==> config.mk <==
export PLATFORM = sky130hd
export DESIGN_NAME = rtc_menu_ctrl
export DESIGN_NICKNAME = d
export VERILOG_FILES = /design/src/rtl/rtc_menu_ctrl.sv
export SDC_FILE = /design/constraint.sdc
export NUM_CORES = 1
export LEC_CHECK = 0
export CAP_MARGIN = 15
export CELL_PAD_IN_SITES_DETAIL_PLACEMENT = 1
export CELL_PAD_IN_SITES_GLOBAL_PLACEMENT = 2
export CORE_ASPECT_RATIO = 0.7
export CORE_UTILIZATION = 39
export CTS_CLUSTER_DIAMETER = 200
export DETAILED_ROUTE_END_ITERATION = 12
export PLACE_DENSITY = 0.82
export SETUP_SLACK_MARGIN = 0.1
export SLEW_MARGIN = 40
export SYNTH_ARGS = -nofsm -noshare
export SYNTH_HDL_FRONTEND = slang
export SYNTH_SLANG_ARGS = --single-unit
==> constraint.sdc <==
create_clock -name CLK -period 3.3 [get_ports CLK]
set_clock_uncertainty 0.15 [all_clocks]
set_input_delay 0.66 -clock CLK [delete_from_list [all_inputs] [get_ports CLK]]
set_output_delay 0.66 -clock CLK [all_outputs]
set_load 0.005 [all_outputs]
==> src/rtl/rtc_menu_ctrl.sv <==
// RTC menu/scan controller: refreshes a window of RTC registers, then idles while
// turning debounced button edges into pointer moves, inc/dec writes and alarm acks.
module rtc_menu_ctrl #(
    parameter int unsigned ADDR_W      = 3,
    parameter int unsigned FIRST_ADDR  = 1,
    parameter int unsigned LAST_ADDR   = 7,
    parameter int unsigned PTR_MIN     = 1,
    parameter int unsigned PTR_MAX     = 6,
    parameter int unsigned WAIT_CYCLES = 100,
    parameter int unsigned WAIT_W      = 9
) (
    input  logic              CLK,
    input  logic              RST,
    input  logic              FRW,
    input  logic              IRQ,
    input  logic              Barriba,
    input  logic              Babajo,
    input  logic              Bderecha,
    input  logic              Bizquierda,
    input  logic              Bcentro,
    output logic [ADDR_W-1:0] DIR,
    output logic              Acceso,
    output logic              Mod,
    output logic              Numup,
    output logic              Numdown,
    output logic [ADDR_W-1:0] Punt,
    output logic              Alarma
);

    typedef enum logic [2:0] {
        S_INIT  = 3'd0,
        S_SCAN  = 3'd1,
        S_WAIT  = 3'd2,
        S_ACT   = 3'd3,
        S_WRITE = 3'd4
    } state_t;

    typedef enum logic [2:0] {
        EV_CENTRE = 3'd0,
        EV_UP     = 3'd1,
        EV_DOWN   = 3'd2,
        EV_LEFT   = 3'd3,
        EV_RIGHT  = 3'd4
    } event_t;

    localparam logic [ADDR_W-1:0] FIRST = ADDR_W'(FIRST_ADDR);
    localparam logic [ADDR_W-1:0] LAST  = ADDR_W'(LAST_ADDR);
    localparam logic [ADDR_W-1:0] PMIN  = ADDR_W'(PTR_MIN);
    localparam logic [ADDR_W-1:0] PMAX  = ADDR_W'(PTR_MAX);
    localparam logic [WAIT_W-1:0] CNT_LAST = WAIT_W'(WAIT_CYCLES - 1);

    state_t              state_q, state_d;
    event_t              pendKind_q, pendKind_d;
    logic                pendValid_q, pendValid_d;
    logic [ADDR_W-1:0]   dir_q, dir_d, punt_q, punt_d;
    logic [WAIT_W-1:0]   cnt_q, cnt_d;
    logic                acceso_q, acceso_d, mod_q, mod_d;
    logic                numup_q, numup_d, numdown_q, numdown_d;
    logic                alarma_q, alarma_d;
    logic [4:0]          btnPrev_q, btnLevel, btnEdge;
    logic                irqPrev_q;

    // Button order doubles as the edge priority: centre > up > down > left > right.
    assign btnLevel = {Bcentro, Barriba, Babajo, Bizquierda, Bderecha};
    assign btnEdge  = btnLevel & ~btnPrev_q;

    always_ff @(posedge CLK or posedge RST) begin
        if (RST) begin
            state_q     <= S_INIT;
            pendKind_q  <= EV_CENTRE;
            pendValid_q <= 1'b0;
            dir_q       <= FIRST;
            punt_q      <= PMIN;
            cnt_q       <= '0;
            acceso_q    <= 1'b0;
            mod_q       <= 1'b0;
            numup_q     <= 1'b0;
            numdown_q   <= 1'b0;
            alarma_q    <= 1'b0;
            btnPrev_q   <= '0;
            irqPrev_q   <= 1'b0;
        end else begin
            state_q     <= state_d;
            pendKind_q  <= pendKind_d;
            pendValid_q <= pendValid_d;
            dir_q       <= dir_d;
            punt_q      <= punt_d;
            cnt_q       <= cnt_d;
            acceso_q    <= acceso_d;
            mod_q       <= mod_d;
            numup_q     <= numup_d;
            numdown_q   <= numdown_d;
            alarma_q    <= alarma_d;
            btnPrev_q   <= btnLevel;
            irqPrev_q   <= IRQ;
        end
    end

    always_comb begin
        state_d     = state_q;
        pendKind_d  = pendKind_q;
        pendValid_d = pendValid_q;
        dir_d       = dir_q;
        punt_d      = punt_q;
        cnt_d       = cnt_q;
        numup_d     = numup_q;
        numdown_d   = numdown_q;
        alarma_d    = alarma_q;

        case (state_q)
            S_INIT: begin
                dir_d     = FIRST;
                numup_d   = 1'b0;
                numdown_d = 1'b0;
                if (FRW) state_d = S_SCAN;
            end
            S_SCAN: begin
                if (FRW) begin
                    if (dir_q == LAST) begin
                        dir_d   = FIRST;
                        cnt_d   = '0;
                        state_d = S_WAIT;
                    end else begin
                        dir_d = dir_q + 1'b1;
                    end
                end
            end
            S_WAIT: begin
                cnt_d = cnt_q + 1'b1;
                if (pendValid_q)            state_d = S_ACT;
                else if (cnt_q == CNT_LAST) state_d = S_SCAN;
            end
            S_ACT: begin
                pendValid_d = 1'b0;
                state_d     = S_SCAN;
                // A pending alarm swallows whatever event comes next.
                if (alarma_q) begin
                    alarma_d = 1'b0;
                end else begin
                    case (pendKind_q)
                        EV_CENTRE: punt_d = PMIN;
                        EV_LEFT:   punt_d = (punt_q == PMAX) ? PMIN : punt_q + 1'b1;
                        EV_RIGHT:  punt_d = (punt_q == PMIN) ? PMAX : punt_q - 1'b1;
                        EV_UP: begin
                            state_d = S_WRITE;
                            dir_d   = punt_q;
                            numup_d = 1'b1;
                        end
                        EV_DOWN: begin
                            state_d   = S_WRITE;
                            dir_d     = punt_q;
                            numdown_d = 1'b1;
                        end
                        default: ;
                    endcase
                end
            end
            S_WRITE: begin
                if (FRW) begin
                    numup_d   = 1'b0;
                    numdown_d = 1'b0;
                    dir_d     = FIRST;
                    state_d   = S_SCAN;
                end
            end
            default: begin
                state_d   = S_INIT;
                dir_d     = FIRST;
                numup_d   = 1'b0;
                numdown_d = 1'b0;
            end
        endcase

        if (!pendValid_q && (btnEdge != 5'b0)) begin
            pendValid_d = 1'b1;
            if      (btnEdge[4]) pendKind_d = EV_CENTRE;
            else if (btnEdge[3]) pendKind_d = EV_UP;
            else if (btnEdge[2]) pendKind_d = EV_DOWN;
            else if (btnEdge[1]) pendKind_d = EV_LEFT;
            else                 pendKind_d = EV_RIGHT;
        end

        if (IRQ && !irqPrev_q) alarma_d = 1'b1;

        acceso_d = (state_d == S_SCAN) || (state_d == S_WRITE);
        mod_d    = (state_d == S_WRITE);
    end

    assign DIR     = dir_q;
    assign Acceso  = acceso_q;
    assign Mod     = mod_q;
    assign Numup   = numup_q;
    assign Numdown = numdown_q;
    assign Punt    = punt_q;
    assign Alarma  = alarma_q;

endmodule

==> metrics.csv <==
stage,metric,value,unit
outcome,status,finished with violations,
outcome,failing checks,DRC,
place,PortBufs,19,
critical_path,Critical R2R Launch,state_q[1]$_DFF_PP0_,
cts,Num CTS Buffers,5,
floorplanning,Die Area,0.00504,mm²
yosys,Synth top area share,0.418,
power_and_ir_drop,Pint,1.08,mW
yosys,Synth Area in Compound Gates,0.161,
power_and_ir_drop,clock power share,0.236,
cts,clk buf depth,2,
worst_hold_path,HP Class,register to register,
sta,hold slack,0.283,ns
finish,"most common cell after layout, fill and taps aside",dfrtp_1,
global_route,largest net degree at the start of global routing,34,
sta,"Hold Vio Cnt, Final",0,
sta,post-route setup TNS,0,ns
yosys,synth warn,0,
cts,Skew-Pair Late Insertion Delay,0.28,ns
power_and_ir_drop,pwr dens,761,mW/mm²
critical_path,Worst Setup Path Type,input port to register,
sta,RSZ-0062 raised after global routing,false,
floorplanning,Die Ht,59.7,µm
yosys,Post-synth EDFFs,0,
global_route,first-pass GRT wire length,7420,µm
sta,crit share post-route,0.673,
cts,Clock H-tree levels,2,
sta,setup ws final,1.08,ns
drt,DR iter-0 viols,77,
sta,number of max-slew violations in the final report,0,
yosys,largest family of logic cells by synthesized area,simple AND/OR/NAND/NOR gates,
power_and_ir_drop,Net Switching,590,µW
cts,Post-CTS Hold Fix Bufs,0,
yosys,ys async rst share,1.00,
cts,"Reg clk slew, reported paths",0.07,ns
yosys,post-synth top area cell,dfrtp_1,
global_route,antenna violations before repair,0,
drt,drt pass-1 iters,8,
power_and_ir_drop,total chip power,1.67,mW
yosys,Post-Synth XOR/XNOR Area,0.0378,
drt,post-route ant nets,0,
critical_path,CP Capture Type,register,
sta,count of final setup violators,0,
floorplanning,Initial Util,0.417,
drt,# DRC,4,
critical_path,arrival time worst endpoint,2.24,ns
yosys,mapped cell area,0.00186,mm²
finish,"commonest cells after routing, fill and taps aside","dfrtp_1, nor2_1, clkdlybuf4s50_1",
worst_hold_path,Hold Startpoint,irqPrev_q$_DFF_PP0_,
sta,Worst-Margin Slew,0.665,ns
yosys,Syn Inst Count,183,
power_and_ir_drop,P_leak,0.885,nW
yosys,synth top area cells,"dfrtp_1, ha_1, nor2_1",
drt,via count,1414,
yosys,adder-cell area share of the yosys netlist,0.0472,
cts,Root Driver,clkbuf_8,
yosys,prevailing post-synth register cell,dfrtp_1,
place,dpl ws,0.795,ns
global_route,Congestion Overflow GR,0,
finish,share of cells above drive strength 1,0.156,
sta,Fmax achieved,450,MHz
critical_path,Worst Setup Start Kind,input port,
drt,routed length per instance,16.3,µm
floorplanning,row count,20,
place,hpwl dp,3220,µm
finish,area grow syn2layout,18.1,%
floorplanning,Ports,20,
cts,CTS sink cnt,33,
yosys,"Avg Cell Area, Syn",10.1,µm²
critical_path,worst setup path start,FRW,
drt,Post-Route WL,4230,µm
cts,TritonCTS clock tree,done,
critical_path,crit-path max cell delay,0.52,ns
global_route,GRT Util Overall,0.195,
cts,CTS resizes,0,
yosys,net count after synthesis,199,
finish,Nets,220,
power_and_ir_drop,Switching Share,0.354,
critical_path,Crit-path slowest cell,clkdlybuf4s50_1,
power_and_ir_drop,Peak VDD IR,0.289,mV
yosys,post-synthesis cell type count,46,
drt,vias per cell,5.44,
power_and_ir_drop,Reg power frac,0.430,
place,placed inst area,0.00207,mm²
cts,setup bufs post-CTS,0,
yosys,simple-gate area share of the yosys netlist,0.236,
critical_path,Crit Path Max Fanout,5,
floorplanning,Die Width,84.4,µm
sta,Max-slew headroom,0.557,
finish,ant diodes,0,
critical_path,critical-path cell list,"clkdlybuf4s50_1, nor4b_2, a211oi_2, o21ai_2, mux2_2",
flow_run,Max-Cap Viols,0,
yosys,mux cell area share after synthesis,0.0297,
global_route,number of global-route vias before repair,1481,
yosys,synthesis-stage register bit count,33,
floorplanning,Core ar.,0.00445,mm²
place,GP Congestion,0.747,
critical_path,Critical Path RT,3.32,ns
yosys,sequential area share after synthesis,0.446,
power_and_ir_drop,Combinational Power Share,0.334,
finish,fill cell count,497,
sta,post-layout min period,2.22,ns
finish,cell area after layout,0.00219,mm²
cell families (layout without fill, tap and decap cells):
family	count (synthesis)	count (layout)
AO/OA/AOI/OAI	42	42
XOR/XNOR	8	8
adder cells (fa/ha/maj)	7	7
buffers and inverters	14	36
flip-flops	33	33
multiplexers	5	5
AND/OR/NAND/NOR	74	74
registers in the layout, indices dropped and copies added, names as in the netlist:
| register | count |
|---|---|
| Acceso | 1 |
| Alarma | 1 |
| DIR | 3 |
| Mod | 1 |
| Numdown | 1 |
| Numup | 1 |
| Punt | 3 |
| btnPrev_q | 5 |
| cnt_q | 9 |
| irqPrev_q | 1 |
| pendKind_q | 3 |
| pendValid_q | 1 |
| state_q | 3 |
cells in the mapped netlist (3+ instances only):
| library cell | count |
|---|---|
| a211oi_1 | 3 |
| a21oi_1 | 11 |
| buf_6 | 3 |
| dfrtp_1 | 31 |
| ha_1 | 7 |
| inv_1 | 8 |
| mux2_2 | 4 |
| nand2_1 | 14 |
| nand2b_1 | 3 |
| nand3b_1 | 3 |
| nand4_1 | 4 |
| nor2_1 | 23 |
| nor2b_1 | 5 |
| nor3_1 | 4 |
| nor3b_1 | 5 |
| o21ai_0 | 6 |
| o21ai_1 | 4 |
| xnor2_1 | 5 |
| xor2_1 | 3 |
layer usage:
metal | routed length [µm] | global-route usage | vias to the layer above
li1 | - | - | 683
met1 | 2140 | 0.274 | 707
met5 | 0 | 0 | -
met4 | 45 | 0.0654 | 0
met3 | 126 | 0.0414 | 5
met2 | 1910 | 0.304 | 19
worst max-delay path, delay by kind of cell:
kind	cells	cell delay (ns)
buffers and inverters	1	0.52
muxes	1	0.35
AOI/OAI and AO/OA	2	0.21
and+or+nand+nor	1	0.48
cell type report:
type,count,area [µm²],share of cell area
flip-flops and latches,33,828,0.378
well taps,55,68.8,0.0314
clock buffers,7,86.3,0.0394
repair buffers,20,198,0.0902
multi-input cells,136,950,0.433
clock inverters,1,30.0,0.0137
inverters,8,30.0,0.0137
path summary, 6_finish.rpt:
kind / to / slack (ns) / depth (start not counted)
worst max-delay path: DIR[2]$_DFFE_PP0P_ / 1.08 / 5
worst min-delay path: Alarma$_DFFE_PP0P_ / 0.28 / 1
worst max register to register: DIR[2]$_DFFE_PP0P_ / 1.10 / 4
worst min register to register: Alarma$_DFFE_PP0P_ / 0.28 / 1
max in group asynchronous: DIR[0]$_DFFE_PP1P_ / 2.05 / 3
min in group asynchronous: btnPrev_q[1]$_DFF_PP0_ / 0.61 / 3
power by group through the flow:
stage	combinational (mW)	clock (mW)	sequential, mW
global placement	0.533	0	0.711
floorplan	0.453	0	0.641
detailed placement	0.561	0	0.725
CTS	0.563	0.400	0.718
finish	0.556	0.394	0.717
global route	0.634	0.418	0.746
through the flow:
step                      std cells   util
after global routing            260  0.492
after floorplan                 183      -
after global placement          252  0.466
final                           260  0.492
after detailed placement        252  0.466
after CTS                       260  0.492
(Power assumes the default switching activity.)
